<file path="src/rtl/mul_pkg.sv">
// Shared types and constants for the sequential shift-add multiplier.
package mul_pkg;

  typedef enum logic [1:0] {
    ST_IDLE = 2'd0,
    ST_BUSY = 2'd1,
    ST_DONE = 2'd2
  } state_t;

  localparam int DEF_WIDTH = 8;

  // Counter must be able to hold the value WIDTH.
  function automatic int cnt_width(input int w);
    return $clog2(w + 1);
  endfunction

endpackage

</file>
<file path="src/rtl/mul_step.sv">
// One shift-add iteration over the {acc, mult} register pair.
module mul_step #(
  parameter int WIDTH = 8
) (
  input  logic [WIDTH-1:0] acc_i,
  input  logic [WIDTH-1:0] mult_i,
  input  logic [WIDTH-1:0] mcand_i,
  output logic [WIDTH-1:0] acc_o,
  output logic [WIDTH-1:0] mult_o
);

  logic [WIDTH:0] sum;

  // The sum is one bit wider so the carry lands in acc's MSB after the shift.
  assign sum    = {1'b0, acc_i} + {1'b0, (mult_i[0] ? mcand_i : '0)};
  assign acc_o  = sum[WIDTH:1];
  assign mult_o = {sum[0], mult_i[WIDTH-1:1]};

endmodule

</file>
<file path="src/rtl/seq_multiplier.sv">
// Iterative shift-add multiplier, WIDTH cycles per product, valid/ready on both sides.
// Define SEQ_MULTIPLIER_SIGNED_EN to honour SIGN_MODE (two's-complement operands).
module seq_multiplier
  import mul_pkg::*;
#(
  parameter int WIDTH = DEF_WIDTH,
  parameter int CNT_W = cnt_width(WIDTH)
) (
  input  logic               CLK,
  input  logic               RESET,
  input  logic [WIDTH-1:0]   A,
  input  logic [WIDTH-1:0]   B,
  input  logic               SIGN_MODE,
  input  logic               IN_VALID,
  output logic               IN_READY,
  output logic [2*WIDTH-1:0] Y,
  output logic               OUT_VALID,
  input  logic               OUT_READY,
  output logic               BUSY
);

  state_t             state_q;
  logic [WIDTH-1:0]   mcand_q;
  logic [WIDTH-1:0]   acc_q;
  logic [WIDTH-1:0]   mult_q;
  logic [CNT_W-1:0]   cnt_q;
  logic [2*WIDTH-1:0] y_q;
  logic               ovld_q;
  logic               busy_q;

  logic [WIDTH-1:0]   acc_d;
  logic [WIDTH-1:0]   mult_d;
  logic [WIDTH-1:0]   a_in;
  logic [WIDTH-1:0]   b_in;
  logic [2*WIDTH-1:0] prod_d;

  mul_step #(.WIDTH(WIDTH)) u_step (
    .acc_i   (acc_q),
    .mult_i  (mult_q),
    .mcand_i (mcand_q),
    .acc_o   (acc_d),
    .mult_o  (mult_d)
  );

`ifdef SEQ_MULTIPLIER_SIGNED_EN
  logic neg_q;
  logic neg_in;

  // |-2^(WIDTH-1)| wraps to 2^(WIDTH-1), which is correct when read unsigned.
  function automatic logic [WIDTH-1:0] magnitude(input logic signed [WIDTH-1:0] v);
    logic signed [WIDTH-1:0] n;
    n = -v;
    return v[WIDTH-1] ? $unsigned(n) : $unsigned(v);
  endfunction

  function automatic logic [2*WIDTH-1:0] apply_sign(input logic [2*WIDTH-1:0] p,
                                                    input logic neg);
    return neg ? -p : p;
  endfunction

  assign a_in   = SIGN_MODE ? magnitude(A) : A;
  assign b_in   = SIGN_MODE ? magnitude(B) : B;
  assign neg_in = SIGN_MODE & (A[WIDTH-1] ^ B[WIDTH-1]);
  assign prod_d = apply_sign({acc_d, mult_d}, neg_q);

  always_ff @(posedge CLK or posedge RESET) begin
    if (RESET) begin
      neg_q <= 1'b0;
    end else if (state_q == ST_IDLE && IN_VALID) begin
      neg_q <= neg_in;
    end
  end
`else
  logic unused_sign_mode;

  assign unused_sign_mode = SIGN_MODE;
  assign a_in             = A;
  assign b_in             = B;
  assign prod_d           = {acc_d, mult_d};
`endif

  always_ff @(posedge CLK or posedge RESET) begin
    if (RESET) begin
      state_q <= ST_IDLE;
      mcand_q <= '0;
      acc_q   <= '0;
      mult_q  <= '0;
      cnt_q   <= '0;
      y_q     <= '0;
      ovld_q  <= 1'b0;
      busy_q  <= 1'b0;
    end else begin
      case (state_q)
        ST_IDLE: begin
          if (IN_VALID) begin
            mcand_q <= a_in;
            mult_q  <= b_in;
            acc_q   <= '0;
            cnt_q   <= '0;
            busy_q  <= 1'b1;
            state_q <= ST_BUSY;
          end
        end
        ST_BUSY: begin
          acc_q  <= acc_d;
          mult_q <= mult_d;
          cnt_q  <= cnt_q + CNT_W'(1);
          // Last step: register the finished product straight from the step output.
          if (cnt_q == CNT_W'(WIDTH - 1)) begin
            y_q     <= prod_d;
            ovld_q  <= 1'b1;
            busy_q  <= 1'b0;
            state_q <= ST_DONE;
          end
        end
        ST_DONE: begin
          if (OUT_READY) begin
            ovld_q  <= 1'b0;
            state_q <= ST_IDLE;
          end
        end
        default: state_q <= ST_IDLE;
      endcase
    end
  end

  assign IN_READY  = (state_q == ST_IDLE);
  assign Y         = y_q;
  assign OUT_VALID = ovld_q;
  assign BUSY      = busy_q;

endmodule

</file>
<file path="config.mk">
export PLATFORM = sky130hd
export DESIGN_NAME = seq_multiplier
export DESIGN_NICKNAME = d
export VERILOG_FILES = /design/src/rtl/mul_pkg.sv /design/src/rtl/mul_step.sv /design/src/rtl/seq_multiplier.sv
export SDC_FILE = /design/constraint.sdc
export NUM_CORES = 1
export LEC_CHECK = 0
export CORE_ASPECT_RATIO = 1.25
export CORE_MARGIN = 4
export CORE_UTILIZATION = 30
export CTS_CLUSTER_DIAMETER = 150
export DETAILED_ROUTE_END_ITERATION = 16
export HOLD_SLACK_MARGIN = 0.03
export SYNTH_ARGS = -nofsm -noshare
export SYNTH_HDL_FRONTEND = slang
export SYNTH_SLANG_ARGS = --single-unit
</file>
<file path="constraint.sdc">
create_clock -name CLK -period 2.59 [get_ports CLK]
set_input_delay 0.3885 -clock CLK [delete_from_list [all_inputs] [get_ports CLK]]
set_output_delay 0.3885 -clock CLK [all_outputs]
set_load 0.02 [all_outputs]
</file>
# Yosys cells after proc, flatten, opt, wreduce, memory -nomap -nowiden

Index checks and enable logic that the tools add are counted.
W data, S select, Z words.

Add/subtract/negate cells: 2
Equality and inequality tests: 6
Mux-type cells: 17
Reductions and logical operators: 9

Operators with widths:

| kind                  | count |
|---|---|
| $pmux W8 S2           | 2 |
| $mux W8               | 3 |
| $add A8 B8 Y9         | 1 |
| $reduce_and A3 Y1     | 3 |
| $pmux W4 S2           | 1 |
| $mux W2               | 3 |
| $ne A2 B2 Y1 const B  | 3 |
| $pmux W2 S3           | 1 |
| $reduce_and A2 Y1     | 3 |
| $add A4 B1 Y4 const B | 1 |
| $eq A4 B3 Y1 const B  | 1 |
| $mux W1               | 4 |
| $mux W4               | 1 |
| $pmux W1 S2           | 2 |
| $reduce_bool A2 Y1    | 2 |
| $eq A2 B1 Y1 const B  | 1 |
| $eq A2 B2 Y1 const B  | 1 |
| $logic_not A2 Y1      | 1 |

Register bits: 48
Input bits: 21
Output and inout port bits: 19

# Logic depth before layout (Yosys ltp)

Gate-level depths: netlist of the first run.

Word-level depth: 3
Mapped depth: 7
Mapped depth without buffers: 7

# By module

Synthesis of the first run repeated with hierarchy kept, for this count alone.

Cells, all modules: 197
Area total of the unflattened synthesis: 2,382.3 µm²

By module, submodules not included:

| module         | times used | cells an instance | area each (µm²) | sequential area each (µm²) |
|---|---|---|---|---|
| seq_multiplier | 1          | 140               | 1,955.6         | 1,201.2 |
| mul_step       | 1          | 57                | 426.7           | 0.0 |

# Worst setup path after synthesis of the first run

Ideal clock, no wire load.

Path kind: reg2reg
Start point: register mult_q[0]
End point: register y_q[13], in the netlist Y[13]
Setup time: 0.124 ns
Data arrival time: 1.848 ns
Data required time: 2.466 ns
Path slack: 0.619 ns
Stages on the path, launching flop included: 8
Path buffers: 0
Path through: dfrtp_1 -> and2_1 -> ha_1 -> fa_1 -> a21o_1 -> a221oi_4 -> xnor2_1 -> o21ai_2

Word-level cells in the longest chain between the ends: 2

Ends and longest elaborated chain:

| element                | RTL line              | RTL |
|---|---|---|
| start, declared        | seq_multiplier.sv:25  | `logic [WIDTH-1:0] mult_q;` |
| start signal, assigned | seq_multiplier.sv:97  | `mult_q <= b_in;` |
| start signal, assigned | seq_multiplier.sv:106 | `mult_q <= mult_d;` |
| $mux W8                | mul_step.sv:15        | `assign sum = {1'b0, acc_i} + {1'b0, (mult_i[0] ? mcand_i : '0)};` |
| $add A8 B8 Y9          | mul_step.sv:15        |  |
| end signal, assigned   | seq_multiplier.sv:110 | `y_q <= prod_d;` |
| end, declared          | seq_multiplier.sv:27  | `logic [2*WIDTH-1:0] y_q;` |

Every way passes these cells.
A chain may end at the register's enable or synchronous reset.

# Worst setup path in the final report of the first run

Start point: register mult_q[0]
End point: register acc_q[5]

Word-level cells in the longest chain between the ends: 3

Ends and longest elaborated chain:

| element              | RTL line              | RTL |
|---|---|---|
| $mux W8              | mul_step.sv:15        |  |
| $add A8 B8 Y9        | mul_step.sv:15        |  |
| $pmux W8 S2          | seq_multiplier.sv:93  | `case (state_q)` |
| end signal, assigned | seq_multiplier.sv:86  | `acc_q <= '0;` |
| end signal, assigned | seq_multiplier.sv:98  | `acc_q <= '0;` |
| end signal, assigned | seq_multiplier.sv:105 | `acc_q <= acc_d;` |
| end, declared        | seq_multiplier.sv:24  | `logic [WIDTH-1:0] acc_q;` |

Every way passes these cells.

==> run metrics, run 1 <==
status=complete, no violations; Distinct cells, synth=35; Resized Gates After CTS=0; DRT Wirelength=4880 um; Die ar.=9470 sq um; Synth async-reset ratio=100%; ratio of cells with drive above 1 in the final layout=13.4%; initial detailed-routing violation count=73; startpoint types=register; crit-path max FO=9; Die Span Y=108 um; pwr dens=1310 nW/um^2; worst r2r src=mult_q[0]; Logic pwr share=53.5%; CTS tree=yes; Internal Dissipation=2.27 mW; fmax=466 MHz; Die X-Extent=87.9 um; reg2reg path depth=7; Nets=298; Adder-Cell Fraction of Synth Area=5.55%; reg2reg setup slack=440 ps; Switching Fraction=41.1%; GRT busiest layer=met2; GRT overflow=0; cell area after synthesis=2390 sq um; Psw=1.58 mW; wire length per cell=13.4 um; Clk pwr share=11.8%; Num CTS Buffers=5; path type of the worst setup path=register to register; max-cap viol count=0; Placement Setup Slack=461 ps; Final Util=37.7%; Final TNS setup=0 ps; gr usage total=10.7%; Max transition margin=63.2%; number of synthesized flops with an enable pin=0; IO Count=40; worst skew pair latency=300 ps; Compound-Gate Fraction of Synth Area=14.1%; worst-case vdd ir drop=0.000482 V; Critical Path End Type=register; Area Growth Syn to Fin=22.9%; site row count=36; Leak=1.33 nW; routing usage on met2=18.5%; vias per inst=4.64; core area=7790 sq um; drt drc=0; Initial Util=30.7%; via count of the first global-routing pass=1654; Final period util=82.9%; Synth Area in XOR/XNOR=1.47%; Post-CTS Setup Bufs=0; CP startpoint=mult_q[0]; Final Hold Fails=0; Fill cells=796; largest net degree at the start of global routing=49; First-pass DRT Iterations=4; met1 GRT Util=13.0%; Synth Flop Type=dfrtp_1; Cells after Synth=229; GPL Wtd Cong=0.786; fin crit period=2150 ps; Hold-fix buffers, CTS=0; Sequential Power Share=34.7%; Setup Viol. Count Final=0; syn avg cell area=10.4 sq um; required time of the critical path=2780 ps; main combinational cell family by area after synthesis=simple AND/OR/NAND/NOR gates; Max Root-Sink Buffers=2; Critical R2R Capture=acc_q[5]; htree depth=2; commonest non-fill, non-tap cell in the layout=dfrtp_1; RSZ-0062 raised after global routing=no; GR Layer Usage met3=3.06%; HPWL after DPL=3460 um; count of buffers from port buffering=38; Worst-path clk slew=100 ps; post-synthesis mux area share=5.44%; CTS Sinks=48; initial antenna violation count=0; root buf cell=clkbuf_8; skew final=7.88 ps; fin worst setup slack=444 ps; post-synthesis sequential area ratio=50.2%; WP data arrival=2340 ps; n_diodes=0; Final Max Slew Viols=0; Ys Warns=0; simple-gate share of the synthesized area=18.8%; Synth Net Count=260; Hold WC Path Type=input pin to asynchronous set/reset pin; via count=1685; worst slew pin tran=552 ps; first-pass GRT wire length=8050 um; DRT antenna net count=0; commonest non-fill, non-tap cells in the layout=dfrtp_1, nand2_1, clkdlybuf4s50_1; #FFs+latches synth=48
[registers in the layout, indices dropped and copies added, names as in the netlist]
name and cells:
mult_q 8, BUSY 1, Y 16, cnt_q 4, acc_q 8, state_q 2, mcand_q 8, OUT_VALID 1
[per-stage QoR]
step | power (mW) | instance area [sq um] | hold slack (ps) | cells
2_1_floorplan | 2.86 | 2390 | 448 | 229
4_1_cts | 3.92 | 2940 | 447 | 363
5_1_grt | 4.18 | 2940 | 468 | 363
3_3_place_gp | 3.39 | 2850 | 457 | 355
6_report | 3.85 | 2940 | 436 | 363
3_5_place_dp | 3.44 | 2850 | 461 | 355
[layout make-up]
| type | instances | area [sq um] | share of cell area [%] |
|---|---|---|---|
| clock inverter | 3 | 23.8 | 0.809 |
| sequential | 48 | 1200 | 40.9 |
| inverter | 3 | 11.3 | 0.383 |
| multi-input combinational | 166 | 1080 | 36.9 |
| clock buffer | 5 | 68.8 | 2.34 |
| tap | 95 | 119 | 4.04 |
| timing repair buffer | 43 | 430 | 14.6 |
[Yosys cell counts, drive strengths merged (2+ instances only)]
cell	instances	share of area, %
dfrtp	48	50
nand2	47	7.4
nor2	21	3.3
o21ai	15	3.5
nand3	13	2.7
buf	12	3.9
ha	9	4.7
and2	8	2.1
mux2	8	5.0
o22ai	8	4.2
a21oi	6	1.3
a211o	3	1.1
a21o	3	0.94
inv	3	0.47
nand2b	3	0.79
nand4	3	0.79
xnor2	3	1.1
and3	2	0.52
o21ba	2	0.84
o31ai	2	0.63
[kinds of logic after synthesis]
| group | after synthesis |
|---|---|
| simple gates | 101 |
| buf+inv | 15 |
| xor+xnor | 4 |
| compound gates | 42 |
| mux | 9 |
| fa+ha+maj | 10 |
| flops | 48 |
[how the worst max path moves through the flow]
stage               end  slack (ps)  depth (start not counted)
6_report       acc_q[5]         440                          7
2_1_floorplan     Y[13]         620                          7
4_1_cts        acc_q[3]         430                          7
5_1_grt        acc_q[3]         300                          7
3_3_place_gp   acc_q[3]         460                          7
3_5_place_dp   acc_q[3]         460                          7
[worst max-delay path, stage by stage, from the launching register on]
cell and delay, ps:
dfrtp_1 460, and2_1 170, ha_1 210, fa_1 400, a21o_1 240, a221oi_4 270, xnor2_1 220, o21ai_2 70
[power groups by stage]
stage          clock network [mW]  logic, mW  registers (mW)
3_5_place_dp                    0       2.08            1.35
4_1_cts                     0.478       2.10            1.34
3_3_place_gp                    0       2.05            1.34
5_1_grt                     0.509       2.29            1.38
2_1_floorplan                   0       1.42            1.45
6_report                    0.455       2.06            1.33
[metal layers]
metal | vias up | wire length, um
li1 | 854 | -
met1 | 794 | 2040
met2 | 33 | 2540
met3 | 4 | 253
met4 | 0 | 35
met5 | - | 0
(Power assumes the default switching activity.)
==> inputs of run 2 (changes only) <==
- clock period: 2.59 -> 1.76 ns (I/O delays scaled with it)
==> run metrics, run 2 (same netlist as run 1, synthesis figures left out) <==
Hold-fix buffers, CTS=0; Internal Dissipation=4.27 mW; Area Growth Syn to Fin=38.7%; drt drc=0; gr usage total=12.0%; WP data arrival=2230 ps; First-pass DRT Iterations=4; Sequential Power Share=28.2%; ratio of cells with drive above 1 in the final layout=28.8%; GRT overflow=0; worst slew pin tran=360 ps; root buf cell=clkbuf_8; status=complete, but fails checks; Max transition margin=75.9%; largest net degree at the start of global routing=49; Worst-path clk slew=90 ps; Critical R2R Capture=Y[14]; RSZ-0062 raised after global routing=yes; max-cap viol count=0; pwr dens=2120 nW/um^2; reg2reg setup slack=-230 ps; CP startpoint=mult_q[0]; worst r2r src=mult_q[0]; worst skew pair latency=300 ps; via count of the first global-routing pass=1858; failing checks=setup timing; worst-case vdd ir drop=0.000852 V; DRT Wirelength=5580 um; site row count=36; CTS tree=yes; DRT antenna net count=0; htree depth=2; initial antenna violation count=0; Psw=2.77 mW; required time of the critical path=2000 ps; IO Count=40; Num CTS Buffers=5; Clk pwr share=11.3%; Nets=322; Logic pwr share=60.5%; Final period util=113%; via count=1797; GPL Wtd Cong=0.824; hold_ws=321 ps; initial detailed-routing violation count=83; fin crit period=1990 ps; first-pass GRT wire length=8940 um; commonest non-fill, non-tap cell in the layout=dfrtp_1; Critical Path End Type=register; Setup Viol. Count Final=10; path type of the worst setup path=register to register; Initial Util=30.7%; fmax=502 MHz; HPWL after DPL=3820 um; crit-path max FO=4; Layout Cells excl Fill=387; n_diodes=0; reg2reg path depth=8; startpoint types=register; Final Hold Fails=0; vias per inst=4.64; Die ar.=9470 sq um; skew final=8.36 ps; core area=7790 sq um; Die X-Extent=87.9 um; Max Root-Sink Buffers=2; fin worst setup slack=-231 ps; Leak=1.50 nW; Die Span Y=108 um; Hold WC Path Type=input pin to asynchronous set/reset pin; Fill cells=748; count of buffers from port buffering=38; Final Max Slew Viols=0; wire length per cell=14.4 um; max FFs per register=16; Switching Fraction=39.3%; commonest non-fill, non-tap cells in the layout=dfrtp_1, nand2_1, clkdlybuf4s50_1; cell total after placement=370; CTS Sinks=48
## run 2: how the worst max path moves through the flow
| stage | endpoint | slack (ps) | cells past startpoint |
|---|---|---|---|
| floorplan | Y[15] | -140 | 7 |
| global placement | acc_q[7] | -220 | 7 |
| detailed placement | Y[15] | -270 | 7 |
| CTS | Y[15] | -210 | 8 |
| global route | Y[14] | -320 | 8 |
| finish | Y[14] | -230 | 8 |
## run 2: cell type report
class                           count  area (sq um)  share of cell area, %
Clock inverter                      3          42.5                   1.28
Clock buffer                        5          68.8                   2.07
Sequential cell                    48          1200                   36.2
Multi-Input combinational cell    166          1240                   37.4
Timing Repair Buffer               67           633                   19.1
Tap cell                           95           119                   3.58
Inverter                            3          11.3                  0.339
## run 2: metrics by stage
stage               setup WS (ps)  area, sq um  setup TNS, ps  power (mW)  util (%)
floorplan                    -142         2400           -629        4.26         -
global placement             -223         2980          -1920        5.34      38.3
detailed placement           -267         2980          -2140        5.43      38.3
CTS                          -206         3250          -1540        6.75      41.7
global route                 -321         3320          -2580        7.58      42.6
finish                       -231         3320          -1760        7.05      42.6
## run 2: worst max-delay path, stage by stage (launching register included)
cell and delay, ps:
dfrtp_1 400, buf_4 140, buf_6 110, and2_4 130, ha_4 300, nand3_2 130, a211o_1 340, a211o_1 310
nand3_1 60
## run 2: what timing repair did
action | in CTS | in global routing
buffers inserted | 7 | 2
setup endpoints to repair | 13 | 12
pin swaps | 10 | 10
endpoints found under the hold margin | 0 | 0
gates resized for setup | 17 | 13
## run 2: power groups by stage
stage / clock [mW] / sequential (mW) / combinational, mW
2_1_floorplan: 0 / 2.13 / 2.13
3_3_place_gp: 0 / 1.97 / 3.37
3_5_place_dp: 0 / 1.99 / 3.43
4_1_cts: 0.826 / 1.99 / 3.94
5_1_grt: 0.874 / 2.07 / 4.64
6_report: 0.796 / 1.98 / 4.27
## run 2: routing by layer
metal | GRT usage [%] | vias up | wire length [um]
li1 | - | 902 | -
met1 | 14.7 | 846 | 2300
met2 | 20.9 | 37 | 2950
met3 | 2.37 | 12 | 204
met4 | 3.51 | 0 | 124
met5 | 0 | - | 0
